$ cat config.mk
export PLATFORM = sky130hd
export DESIGN_NAME = mem_stage_lsu_flat
export DESIGN_NICKNAME = d
export VERILOG_FILES = /design/src/rtl/mem_stage_lsu_if.sv /design/src/rtl/mem_stage_lsu.sv /design/src/flat_wrapper.sv
export SDC_FILE = /design/constraint.sdc
export NUM_CORES = 1
export LEC_CHECK = 0
export CORE_MARGIN = 2
export CORE_UTILIZATION = 25
export DETAILED_ROUTE_END_ITERATION = 6
export MAX_ROUTING_LAYER = met4
export RECOVER_POWER = 25
export REMOVE_ABC_BUFFERS = 1
export SLEW_MARGIN = 20
export SYNTH_ARGS = -nofsm -noshare
export SYNTH_HDL_FRONTEND = slang
export SYNTH_SLANG_ARGS = --single-unit
$ cat constraint.sdc
create_clock -name clk -period 4 [get_ports clk]
set_input_delay 0.8 -clock clk [delete_from_list [all_inputs] [get_ports clk]]
set_output_delay 0.8 -clock clk [all_outputs]
set_load 0.005 [all_outputs]
$ cat src/rtl/mem_stage_lsu_if.sv
// Data-memory req/ack bus between the memory-stage LSU (master) and data memory (slave).
// Request fields stay stable while dmem_req is high; dmem_rdata is valid with dmem_ack.
interface mem_stage_lsu_if;
    logic        dmem_req;
    logic        dmem_we;
    logic [31:0] dmem_addr;
    logic [3:0]  dmem_be;
    logic [31:0] dmem_wdata;
    logic [31:0] dmem_rdata;
    logic        dmem_ack;

    modport master (
        output dmem_req, dmem_we, dmem_addr, dmem_be, dmem_wdata,
        input  dmem_rdata, dmem_ack
    );

    modport slave (
        input  dmem_req, dmem_we, dmem_addr, dmem_be, dmem_wdata,
        output dmem_rdata, dmem_ack
    );
endinterface

$ cat src/rtl/mem_stage_lsu.sv
// Memory-stage load/store unit: IDLE/BUSY/DONE req/ack sequencer with lane steering and load extension.
// Optional misaligned-access trap is enabled by defining MISALIGN_TRAP_EN.
module mem_stage_lsu #(
    parameter int TIMEOUT_CYCLES = 0
) (
    input  logic                 clk,
    input  logic                 reset,
    input  logic                 memtoregM,
    input  logic                 memwriteM,
    input  logic [2:0]           funct3M,
    input  logic [31:0]          aluoutM,
    input  logic [31:0]          writedataM,
    output logic [31:0]          readdataM,
    output logic                 stallM,
    output logic                 bus_errM,
    output logic                 misalignM,
    mem_stage_lsu_if.master      bus
);

    typedef enum logic [1:0] {
        IDLE = 2'd0,
        BUSY = 2'd1,
        DONE = 2'd2
    } state_t;

    localparam bit            TMO_EN   = (TIMEOUT_CYCLES > 0);
    localparam int            TW       = (TIMEOUT_CYCLES > 1) ? $clog2(TIMEOUT_CYCLES) : 1;
    localparam logic [TW-1:0] TMO_LAST = TW'((TIMEOUT_CYCLES > 0) ? TIMEOUT_CYCLES - 1 : 0);

    state_t        state;
    logic [TW-1:0] tmo_cnt;
    logic [2:0]    funct3_q;
    logic [1:0]    off_q;
    logic          is_load_q;

    logic          access;
    logic [1:0]    off;
    logic [3:0]    be_next;
    logic [31:0]   wdata_next;
    logic [7:0]    byte_sel;
    logic [15:0]   half_sel;
    logic [31:0]   load_ext;

    assign access = memtoregM | memwriteM;
    assign off    = aluoutM[1:0];
    assign stallM = (state == BUSY) || (state == IDLE && access);

    // NOTE: every always_comb output gets a default first so no path can infer a latch.
    always_comb begin
        be_next    = 4'b1111;
        wdata_next = writedataM;
        if (memwriteM) begin
            case (funct3M)
                3'b000: begin
                    be_next    = 4'b0001 << off;
                    wdata_next = {4{writedataM[7:0]}};
                end
                3'b001: begin
                    be_next    = 4'b0011 << {off[1], 1'b0};
                    wdata_next = {2{writedataM[15:0]}};
                end
                default: ;
            endcase
        end
    end

    // Lane selection uses the offset captured at issue, since aluoutM may be stale by ack time.
    always_comb begin
        byte_sel = bus.dmem_rdata[7:0];
        case (off_q)
            2'd1:    byte_sel = bus.dmem_rdata[15:8];
            2'd2:    byte_sel = bus.dmem_rdata[23:16];
            2'd3:    byte_sel = bus.dmem_rdata[31:24];
            default: ;
        endcase
        half_sel = off_q[1] ? bus.dmem_rdata[31:16] : bus.dmem_rdata[15:0];
        case (funct3_q)
            3'b000:  load_ext = {{24{byte_sel[7]}}, byte_sel};
            3'b100:  load_ext = {24'd0, byte_sel};
            3'b001:  load_ext = {{16{half_sel[15]}}, half_sel};
            3'b101:  load_ext = {16'd0, half_sel};
            default: load_ext = bus.dmem_rdata;
        endcase
    end

`ifdef MISALIGN_TRAP_EN
    logic misaligned;
    logic misalign_q;
    logic is_half;
    logic is_word;

    always_comb begin
        is_half    = (funct3M == 3'b001) || (memtoregM && !memwriteM && funct3M == 3'b101);
        is_word    = (funct3M == 3'b010);
        misaligned = (is_half && off[0]) || (is_word && off != 2'b00);
    end

    assign misalignM = misalign_q;
`else
    assign misalignM = 1'b0;
`endif

    // NOTE: sequential state uses non-blocking assignments only, so every register samples pre-edge values.
    always_ff @(posedge clk or posedge reset) begin
        if (reset) begin
            state          <= IDLE;
            tmo_cnt        <= '0;
            funct3_q       <= 3'd0;
            off_q          <= 2'd0;
            is_load_q      <= 1'b0;
            readdataM      <= 32'd0;
            bus_errM       <= 1'b0;
            bus.dmem_req   <= 1'b0;
            bus.dmem_we    <= 1'b0;
            bus.dmem_addr  <= 32'd0;
            bus.dmem_be    <= 4'd0;
            bus.dmem_wdata <= 32'd0;
`ifdef MISALIGN_TRAP_EN
            misalign_q     <= 1'b0;
`endif
        end else begin
            bus_errM <= 1'b0;
`ifdef MISALIGN_TRAP_EN
            misalign_q <= 1'b0;
`endif
            case (state)
                IDLE: begin
                    tmo_cnt <= '0;
                    if (access) begin
`ifdef MISALIGN_TRAP_EN
                        if (misaligned) begin
                            misalign_q <= 1'b1;
                            readdataM  <= 32'd0;
                            state      <= DONE;
                        end else
`endif
                        begin
                            bus.dmem_req   <= 1'b1;
                            bus.dmem_we    <= memwriteM;
                            bus.dmem_addr  <= {aluoutM[31:2], 2'b00};
                            bus.dmem_be    <= be_next;
                            bus.dmem_wdata <= wdata_next;
                            funct3_q       <= funct3M;
                            off_q          <= off;
                            is_load_q      <= !memwriteM;
                            state          <= BUSY;
                        end
                    end
                end

                BUSY: begin
                    if (bus.dmem_ack) begin
                        bus.dmem_req <= 1'b0;
                        tmo_cnt      <= '0;
                        if (is_load_q) begin
                            readdataM <= load_ext;
                        end
                        state <= DONE;
                    end else if (TMO_EN && tmo_cnt == TMO_LAST) begin
                        bus.dmem_req <= 1'b0;
                        tmo_cnt      <= '0;
                        bus_errM     <= 1'b1;
                        readdataM    <= 32'd0;
                        state        <= DONE;
                    end else if (TMO_EN) begin
                        tmo_cnt <= tmo_cnt + TW'(1);
                    end
                end

                DONE: begin
                    state <= IDLE;
                end

                default: begin
                    bus.dmem_req <= 1'b0;
                    state        <= IDLE;
                end
            endcase
        end
    end

endmodule

$ cat src/flat_wrapper.sv
// flat-port wrapper written by rule: the top's interface ports become plain ports
module mem_stage_lsu_flat 
#(
    parameter int TIMEOUT_CYCLES = 0
)
  (clk, reset, memtoregM, memwriteM, funct3M, aluoutM, writedataM, readdataM, stallM, bus_errM, misalignM, bus_dmem_req, bus_dmem_we, bus_dmem_addr, bus_dmem_be, bus_dmem_wdata, bus_dmem_rdata, bus_dmem_ack);
  mem_stage_lsu_if bus_i ();
  input  logic clk;
  input  logic reset;
  input  logic memtoregM;
  input  logic memwriteM;
  input  logic [2:0] funct3M;
  input  logic [31:0] aluoutM;
  input  logic [31:0] writedataM;
  output logic [31:0] readdataM;
  output logic stallM;
  output logic bus_errM;
  output logic misalignM;
  output wire logic [$bits(bus_i.dmem_req)-1:0] bus_dmem_req;
  output wire logic [$bits(bus_i.dmem_we)-1:0] bus_dmem_we;
  output wire logic [$bits(bus_i.dmem_addr)-1:0] bus_dmem_addr;
  output wire logic [$bits(bus_i.dmem_be)-1:0] bus_dmem_be;
  output wire logic [$bits(bus_i.dmem_wdata)-1:0] bus_dmem_wdata;
  input wire logic [$bits(bus_i.dmem_rdata)-1:0] bus_dmem_rdata;
  input wire logic [$bits(bus_i.dmem_ack)-1:0] bus_dmem_ack;
  assign bus_dmem_req = bus_i.dmem_req;
  assign bus_dmem_we = bus_i.dmem_we;
  assign bus_dmem_addr = bus_i.dmem_addr;
  assign bus_dmem_be = bus_i.dmem_be;
  assign bus_dmem_wdata = bus_i.dmem_wdata;
  assign bus_i.dmem_rdata = bus_dmem_rdata;
  assign bus_i.dmem_ack = bus_dmem_ack;
  mem_stage_lsu #(.TIMEOUT_CYCLES(TIMEOUT_CYCLES)) u_core (.clk(clk), .reset(reset), .memtoregM(memtoregM), .memwriteM(memwriteM), .funct3M(funct3M), .aluoutM(aluoutM), .writedataM(writedataM), .readdataM(readdataM), .stallM(stallM), .bus_errM(bus_errM), .misalignM(misalignM), .bus(bus_i));
endmodule
=== Yosys cells after proc, flatten, opt, wreduce, memory -nomap -nowiden ===
Cells that the tools add are included.

* Add/subtract/negate cells: 0
* Multipliers: 0
* Div/mod/pow operators: 0
* Magnitude comparators: 0
* Eq/ne operators: 11
* Shift-type cells: 2
* Muxes and demuxes: 13
* Bitwise gates (word level): 2
* Reductions and logical operators: 10

{| class="wikitable"
|+ Operators by type and width
! cell !! count
|-
| $pmux 32 s4 || 1
|-
| $pmux 32 s2 || 1
|-
| $mux 32 || 1
|-
| $pmux 8 s3 || 1
|-
| $mux 16 || 1
|-
| $pmux 4 s2 || 1
|-
| $eq 2x2->1 const B || 3
|-
| $eq 3x1->1 const B || 2
|-
| $eq 3x3->1 const B || 2
|-
| $logic_not 3->1 || 2
|-
| $reduce_and 3->1 || 2
|-
| $eq 2x1->1 const B || 2
|-
| $mux 2 || 2
|-
| $mux 4 || 1
|-
| $pmux 2 s2 || 1
|-
| $reduce_and 2->1 || 2
|-
| $shl 1x2->4 const A || 1
|-
| $shl 2x2->4 const A || 1
|-
| $pmux 1 s3 || 1
|-
| $logic_not 2->1 || 1
|-
| $mux 1 || 2
|-
| $ne 2x1->1 const B || 1
|-
| $ne 2x2->1 const B || 1
|-
| $logic_and 1x1->1 || 1
|-
| 4 further kinds || 4
|}

* Bits in registers: 108
* Bits in latches: 0
* Memory bits (writable): 0
* ROM bits: 0
* Input port bits: 104
* Memories kept: 0

=== Longest topological paths before layout ===
Gate-level depths: netlist of the first run.

* Depth after elaboration: 3
* Gate-level depth with buffers: 6

=== Worst setup path after synthesis of the first run ===
No wires, ideal clock.

* Kind: input to output
* Start: input port memwriteM
* End: output port stallM
* Arrival time: 1603 ps
* Required time: 3200 ps
* Setup slack: 1597 ps
* Cell stages on the path: 4
* Path buffers: 2
* Cells stage by stage: o21ai_1 buf_2 buf_1 nand2_1

* Word-level cells in the longest chain between the ends: 3

{| class="wikitable"
|+ Ends and longest elaborated chain
! what !! RTL line !! text
|-
| from (decl) || flat_wrapper.sv:11 || <nowiki>input logic memwriteM;</nowiki>
|-
| $or 1x1->1 || mem_stage_lsu.sv:44 || <nowiki>assign access = memtoregM | memwriteM;</nowiki>
|-
| $logic_and 1x1->1 || mem_stage_lsu.sv:46 || <nowiki>assign stallM = (state == BUSY) || (state == IDLE && access);</nowiki>
|-
| $logic_or 1x1->1 || mem_stage_lsu.sv:46 ||
|-
| to (decl) || flat_wrapper.sv:16 || <nowiki>output logic stallM;</nowiki>
|}

No other way between the ends.

=== Worst setup path in the final report of the first run ===
Same ends and word-level chain as after synthesis.

==> results.yml, run 1 <==
outcome:
  status: "finished, final reports clean"
clock_tree:
  path_clk_slew_ns: 0.07
  htreeDepth: 3
  clock-sinks: 108
  clkLatencyLatePin_ns: 0.35
  cts_tree: "yes"
  cts-resized-gates: 0
  postCtsHoldBufs: 0
  clock_path_buffers: 2
  numCtsBuffers: 9
  cts-root-buf: "clkbuf_16"
  postCtsSetupRepairBufs: 0
routing:
  viasPerCell: 4.44
  drc: 0
  wl_per_cell_um: 15.4
  vias: 4514
  drtPass1Iterations: 4
  ant_nets: 0
  drt_iter0_markers: 224
  wl_um: 15600
place:
  place.gp.congestion: 0.755
  port_buffers: 204
  dp_hpwl_um: 10900
critical_path:
  startpoint_type: "input port"
  arrival_ns: 2.08
  r2r_slack_ns: 1.77
  cp-end-kind: "output pin"
  cp.required_ns: 3.20
  crit_type: "in -> out"
  path_max_fanout: 6
sta:
  period_share: 0.719
  layout_min_cycle_time_ns: 2.88
  final_hold_viol_count: 0
  worst_slew_pin_slew_ns: 1.45
  fmax_mhz: 347
  rsz0062_at_grt: "no"
  finalMaxSlewViolations: 0
  finClkSkew_ns: 0.00679
  timing.setup.tns_ns: 0
  relSlewSlack: 0.0340
  setup_viol: 0
synthesis:
  syn_avg_cell_area_sq_um: 8.87
  yosysSeqAreaShare: 0.546
  synth_warnings: 0
  syn_inst: 558
  ys_types: 44
  ys_ff_latch: 108
  syn_area_sq_um: 4950
global_route:
  grt_max_degree: 77
  grt_use_met2: 0.242
  grtUsageMet1: 0.194
  grt_pass1_wl_um: 24100
  gr-total-overflow: 0
  grt_use_met3: 0.0517
  grt_busiest_layer: "met2"
  grt_pass1_vias: 4505
  grt_usage: 0.154
  antenna_found_initial: 0
floorplan:
  rows: 51
  dieArea_sq_um: 20900
  die_h_um: 145
  initial_core_util: 0.254
  die_width_um: 145
  core_area_sq_um: 19500
  num_io_pins: 209
run:
  cap_viol_max_count: 0
power_and_ir_drop:
  finalPower_w: 0.00545
  p_leak_nw: 3.21
  power_density_nw_per_um2: 724
  irDropWorstVdd_v: 0.000311
final_layout:
  drive_gt1_frac: 0.0479
  fill_cells: 1954
  nNetsFinal: 850
  area_growth_pct: 52.2
  n_antenna_cell: 0
  mostFrequentLayoutCells: "clkdlybuf4s50_1 (201), nand2_1 (190), dfrtp_1 (108), nor2_1 (62), a21oi_1 (33)"
  layout_commonest_cell: "clkdlybuf4s50_1"
  final_core_util: 0.387
worst_hold_path:
  holdCritPathClass: "reg -> reg"
## layer usage
layer	part of all wire	routed length, um
met1	0.46	7110
met2	0.45	7020
met3	0.085	1320
met4	0.010	160
met5	0	0
## report_power, final
| part | switching [W] | internal (W) | leakage (nW) |
|---|---|---|---|
| logic | 0.00108 | 0.00141 | 1.79 |
| registers | 0.000399 | 0.00163 | 1.27 |
| clock network | 0.000413 | 0.000521 | 0.142 |
| total | 0.00190 | 0.00355 | 3.21 |
## cells in the mapped netlist, drive strengths merged
| cell | instances | area share |
|---|---|---|
| o2bb2ai | 1 | 0.0018 |
| o21ai | 9 | 0.0091 |
| clkbuf | 16 | 0.012 |
| or3 | 2 | 0.0025 |
| o21bai | 4 | 0.0061 |
| dfrtp | 108 | 0.55 |
| and3b | 2 | 0.0035 |
| a32o | 1 | 0.0020 |
| a221oi | 1 | 0.0018 |
| a21o | 1 | 0.0015 |
| nor4b | 1 | 0.0018 |
| nor2b | 10 | 0.013 |
| a31o | 1 | 0.0018 |
| o22a | 4 | 0.0071 |
| and2 | 2 | 0.0025 |
| a31oi | 8 | 0.010 |
| a21oi | 33 | 0.033 |
| o211ai | 1 | 0.0015 |
| nor2 | 62 | 0.047 |
| nand2 | 190 | 0.14 |
| a22o | 1 | 0.0018 |
| inv | 4 | 0.0030 |
| mux2i | 5 | 0.010 |
| o31ai | 16 | 0.024 |
| nand2b | 6 | 0.0076 |
| a211o | 2 | 0.0035 |
| mux4 | 1 | 0.0046 |
| nand3 | 4 | 0.0051 |
| buf | 23 | 0.027 |
| nor3b | 8 | 0.012 |
| conb | 1 | 0.00076 |
| a211oi | 18 | 0.031 |
| nor3 | 1 | 0.0010 |
| and3 | 4 | 0.0051 |
| o21a | 2 | 0.0030 |
| mux2 | 5 | 0.011 |
## worst max-delay path, cell delays in order
cell             delay (ns)
clkdlybuf4s50_1        0.62
o21ai_4                0.09
nand2_1                0.08
clkdlybuf4s50_1        0.49
## metrics by stage
| stage | worst slack [ns] | hold slack, ns | area, sq um | instances |
|---|---|---|---|---|
| finish | 1.12 | 0.475 | 7530 | 1016 |
| global route | 0.887 | 0.499 | 7530 | 1016 |
| CTS | 1.12 | 0.480 | 7550 | 1016 |
| detailed placement | 1.12 | 0.462 | 7250 | 1000 |
| global placement | 1.13 | 0.457 | 7250 | 1000 |
| floorplan | -0.249 | 0.468 | 4760 | 522 |
## cells by family after synthesis
logic type      synth area share
compound gates             0.140
other cells             0.000758
flops                      0.546
simple gates               0.245
buf+inv                   0.0425
mux                       0.0260
## flip-flops by register name (all words and copies together), names as in the netlist
name	flops
u_core.bus.dmem_wdata	32
u_core.readdataM	32
u_core.bus.dmem_addr	30
u_core.bus.dmem_be	4
u_core.funct3_q	3
u_core.off_q	2
u_core.state	2
u_core.bus.dmem_req	1
u_core.bus.dmem_we	1
u_core.is_load_q	1
## area by class of cell
cell class                      instances  area [sq um]  area share
Inverter                                4          16.3     0.00216
Timing Repair Buffer                  213          2120       0.281
Tap cell                              265           332      0.0440
Clock buffer                           13           260      0.0346
Clock inverter                          3          45.0     0.00598
Multi-Input combinational cell        410          2060       0.273
Sequential cell                       108          2700       0.359
## worst paths after layout
check                                    startpoint  depth (start not counted)                  endpoint
max                                       memwriteM                          4                    stallM
min                        u_core.bus.dmem_addr[19]                          2  u_core.bus.dmem_addr[19]
max reg2reg                         u_core.off_q[1]                          3      u_core.readdataM[15]
min reg2reg                u_core.bus.dmem_addr[19]                          2  u_core.bus.dmem_addr[19]
max in group asynchronous                     reset                          3       u_core.readdataM[7]
min in group asynchronous                     reset                          2  u_core.bus.dmem_addr[20]
Note: power is estimated with default switching activity, not from simulation.
==> inputs of run 2 (changes only) <==
clock period = 2.36 ns   (was 4 ns; I/O delays follow)
==> results.yml, run 2 (same netlist as run 1, synthesis figures left out) <==
sta:
  final_hold_viol_count: 0
  timing.setup.tns_ns: 0
  setup_viol: 0
  finClkSkew_ns: 0.00805
  layout_min_cycle_time_ns: 2.17
  finalMaxSlewViolations: 1
  timing.hold.ws_ns: 0.474
  worst_slew_pin_slew_ns: 1.49
  period_share: 0.918
  relSlewSlack: -0.00185
  rsz0062_at_grt: "no"
  fmax_mhz: 462
run:
  cap_viol_max_count: 1
clock_tree:
  clock_path_buffers: 2
  cts-resized-gates: 0
  postCtsHoldBufs: 0
  path_clk_slew_ns: 0.07
  postCtsSetupRepairBufs: 0
  cts_tree: "yes"
  clkLatencyLatePin_ns: 0.36
  clock-sinks: 108
  cts-root-buf: "clkbuf_16"
  numCtsBuffers: 9
  htreeDepth: 3
global_route:
  grt_usage: 0.155
  grt_max_degree: 77
  grt_pass1_vias: 4414
  grt_pass1_wl_um: 24300
  gr-total-overflow: 0
  antenna_found_initial: 0
routing:
  viasPerCell: 4.46
  ant_nets: 0
  drc: 0
  drt_iter0_markers: 179
  wl_um: 15600
  drtPass1Iterations: 4
  wl_per_cell_um: 15.2
  vias: 4579
final_layout:
  n_antenna_cell: 0
  fill_cells: 2007
  drive_gt1_frac: 0.0618
  nNetsFinal: 860
  regArea_sq_um: 2700
  layout_commonest_cell: "clkdlybuf4s50_1"
  area_growth_pct: 55.4
  stdcell_count: 1026
  mostFrequentLayoutCells: "clkdlybuf4s50_1 (202), nand2_1 (190), dfrtp_1 (108), nor2_1 (62), a21oi_1 (33)"
  reg.largest.list: "u_core.bus.dmem_wdata (32), u_core.readdataM (32), u_core.bus.dmem_addr (30)"
  multi_input_area_sq_um: 2060
floorplan:
  die_width_um: 145
  initial_core_util: 0.254
  die_h_um: 145
  num_io_pins: 209
  rows: 51
  core_area_sq_um: 19500
  dieArea_sq_um: 20900
outcome:
  status: "finished with violations"
  failed_checks: "max-capacitance violations, max-slew violations"
critical_path:
  slowest_delay_ns: 0.49
  cp_top_family: "buffers and inverters"
  path_cells: "nor2_1 > o21ai_4 > nand2_1 > clkdlybuf4s50_1"
  slowest_stage: "clkdlybuf4s50_1"
  cp.required_ns: 1.89
  path_max_fanout: 4
  cp-end-kind: "output pin"
  crit_type: "reg -> out"
  startpoint_type: "register"
  arrival_ns: 1.69
  path_buf_inv: 1
place:
  port_buffers: 204
  dp_hpwl_um: 10800
  dp_cells: 1010
  place.gp.congestion: 0.767
worst_hold_path:
  holdCritPathClass: "reg -> reg"
power_and_ir_drop:
  p_leak_nw: 3.28
  power_density_nw_per_um2: 1220
  irDropWorstVdd_v: 0.000436
## run 2: final timing paths
path	depth (start not counted)	to	slack (ns)	from
max in group asynchronous	3	u_core.readdataM[31]	0.44	reset
max	4	stallM	0.19	u_core.state[0]
min reg2reg	2	u_core.bus.dmem_wdata[0]	0.47	u_core.bus.dmem_wdata[0]
min	2	u_core.bus.dmem_wdata[0]	0.47	u_core.bus.dmem_wdata[0]
min in group asynchronous	2	u_core.readdataM[18]	0.92	reset
max reg2reg	4	u_core.readdataM[1]	0.59	u_core.off_q[0]
## run 2: layer usage
metal	vias to the layer above	track usage	wire length (um)
met5	-	-	0
met4	0	0.0516	267
met1	2146	0.209	7190
li1	2245	-	-
met2	171	0.224	6800
met3	17	0.0448	1340
## run 2: final cells by class
class                           instances  area share
Multi-Input combinational cell        410       0.268
Tap cell                              265      0.0431
Clock buffer                            9      0.0293
Timing Repair Buffer                  223       0.293
Inverter                                4     0.00212
Sequential cell                       108       0.352
Clock inverter                          7      0.0127
## run 2: worst min-delay path: cells and delay by family (launching register included)
kind | cells | cell delay [ns]
and+or+nand+nor | 2 | 0.10
DFF | 1 | 0.35
## run 2: report_power, final
part / switching, W / internal [W] / leakage, nW
Sequential: 0.000512 / 0.00276 / 1.27
Combinational: 0.00200 / 0.00247 / 1.86
Clock: 0.000736 / 0.000937 / 0.152
Total: 0.00325 / 0.00617 / 3.28
## run 2: metrics by stage
stage | setup slack, ns | util | instance area [sq um] | power (W)
finish | 0.194 | 0.395 | 7690 | 0.00941
floorplan | -1.23 | - | 4760 | 0.00514
global route | 0.122 | 0.395 | 7690 | 0.0102
detailed placement | 0.195 | 0.379 | 7370 | 0.00784
global placement | 0.206 | 0.379 | 7370 | 0.00781
CTS | 0.168 | 0.395 | 7690 | 0.00958
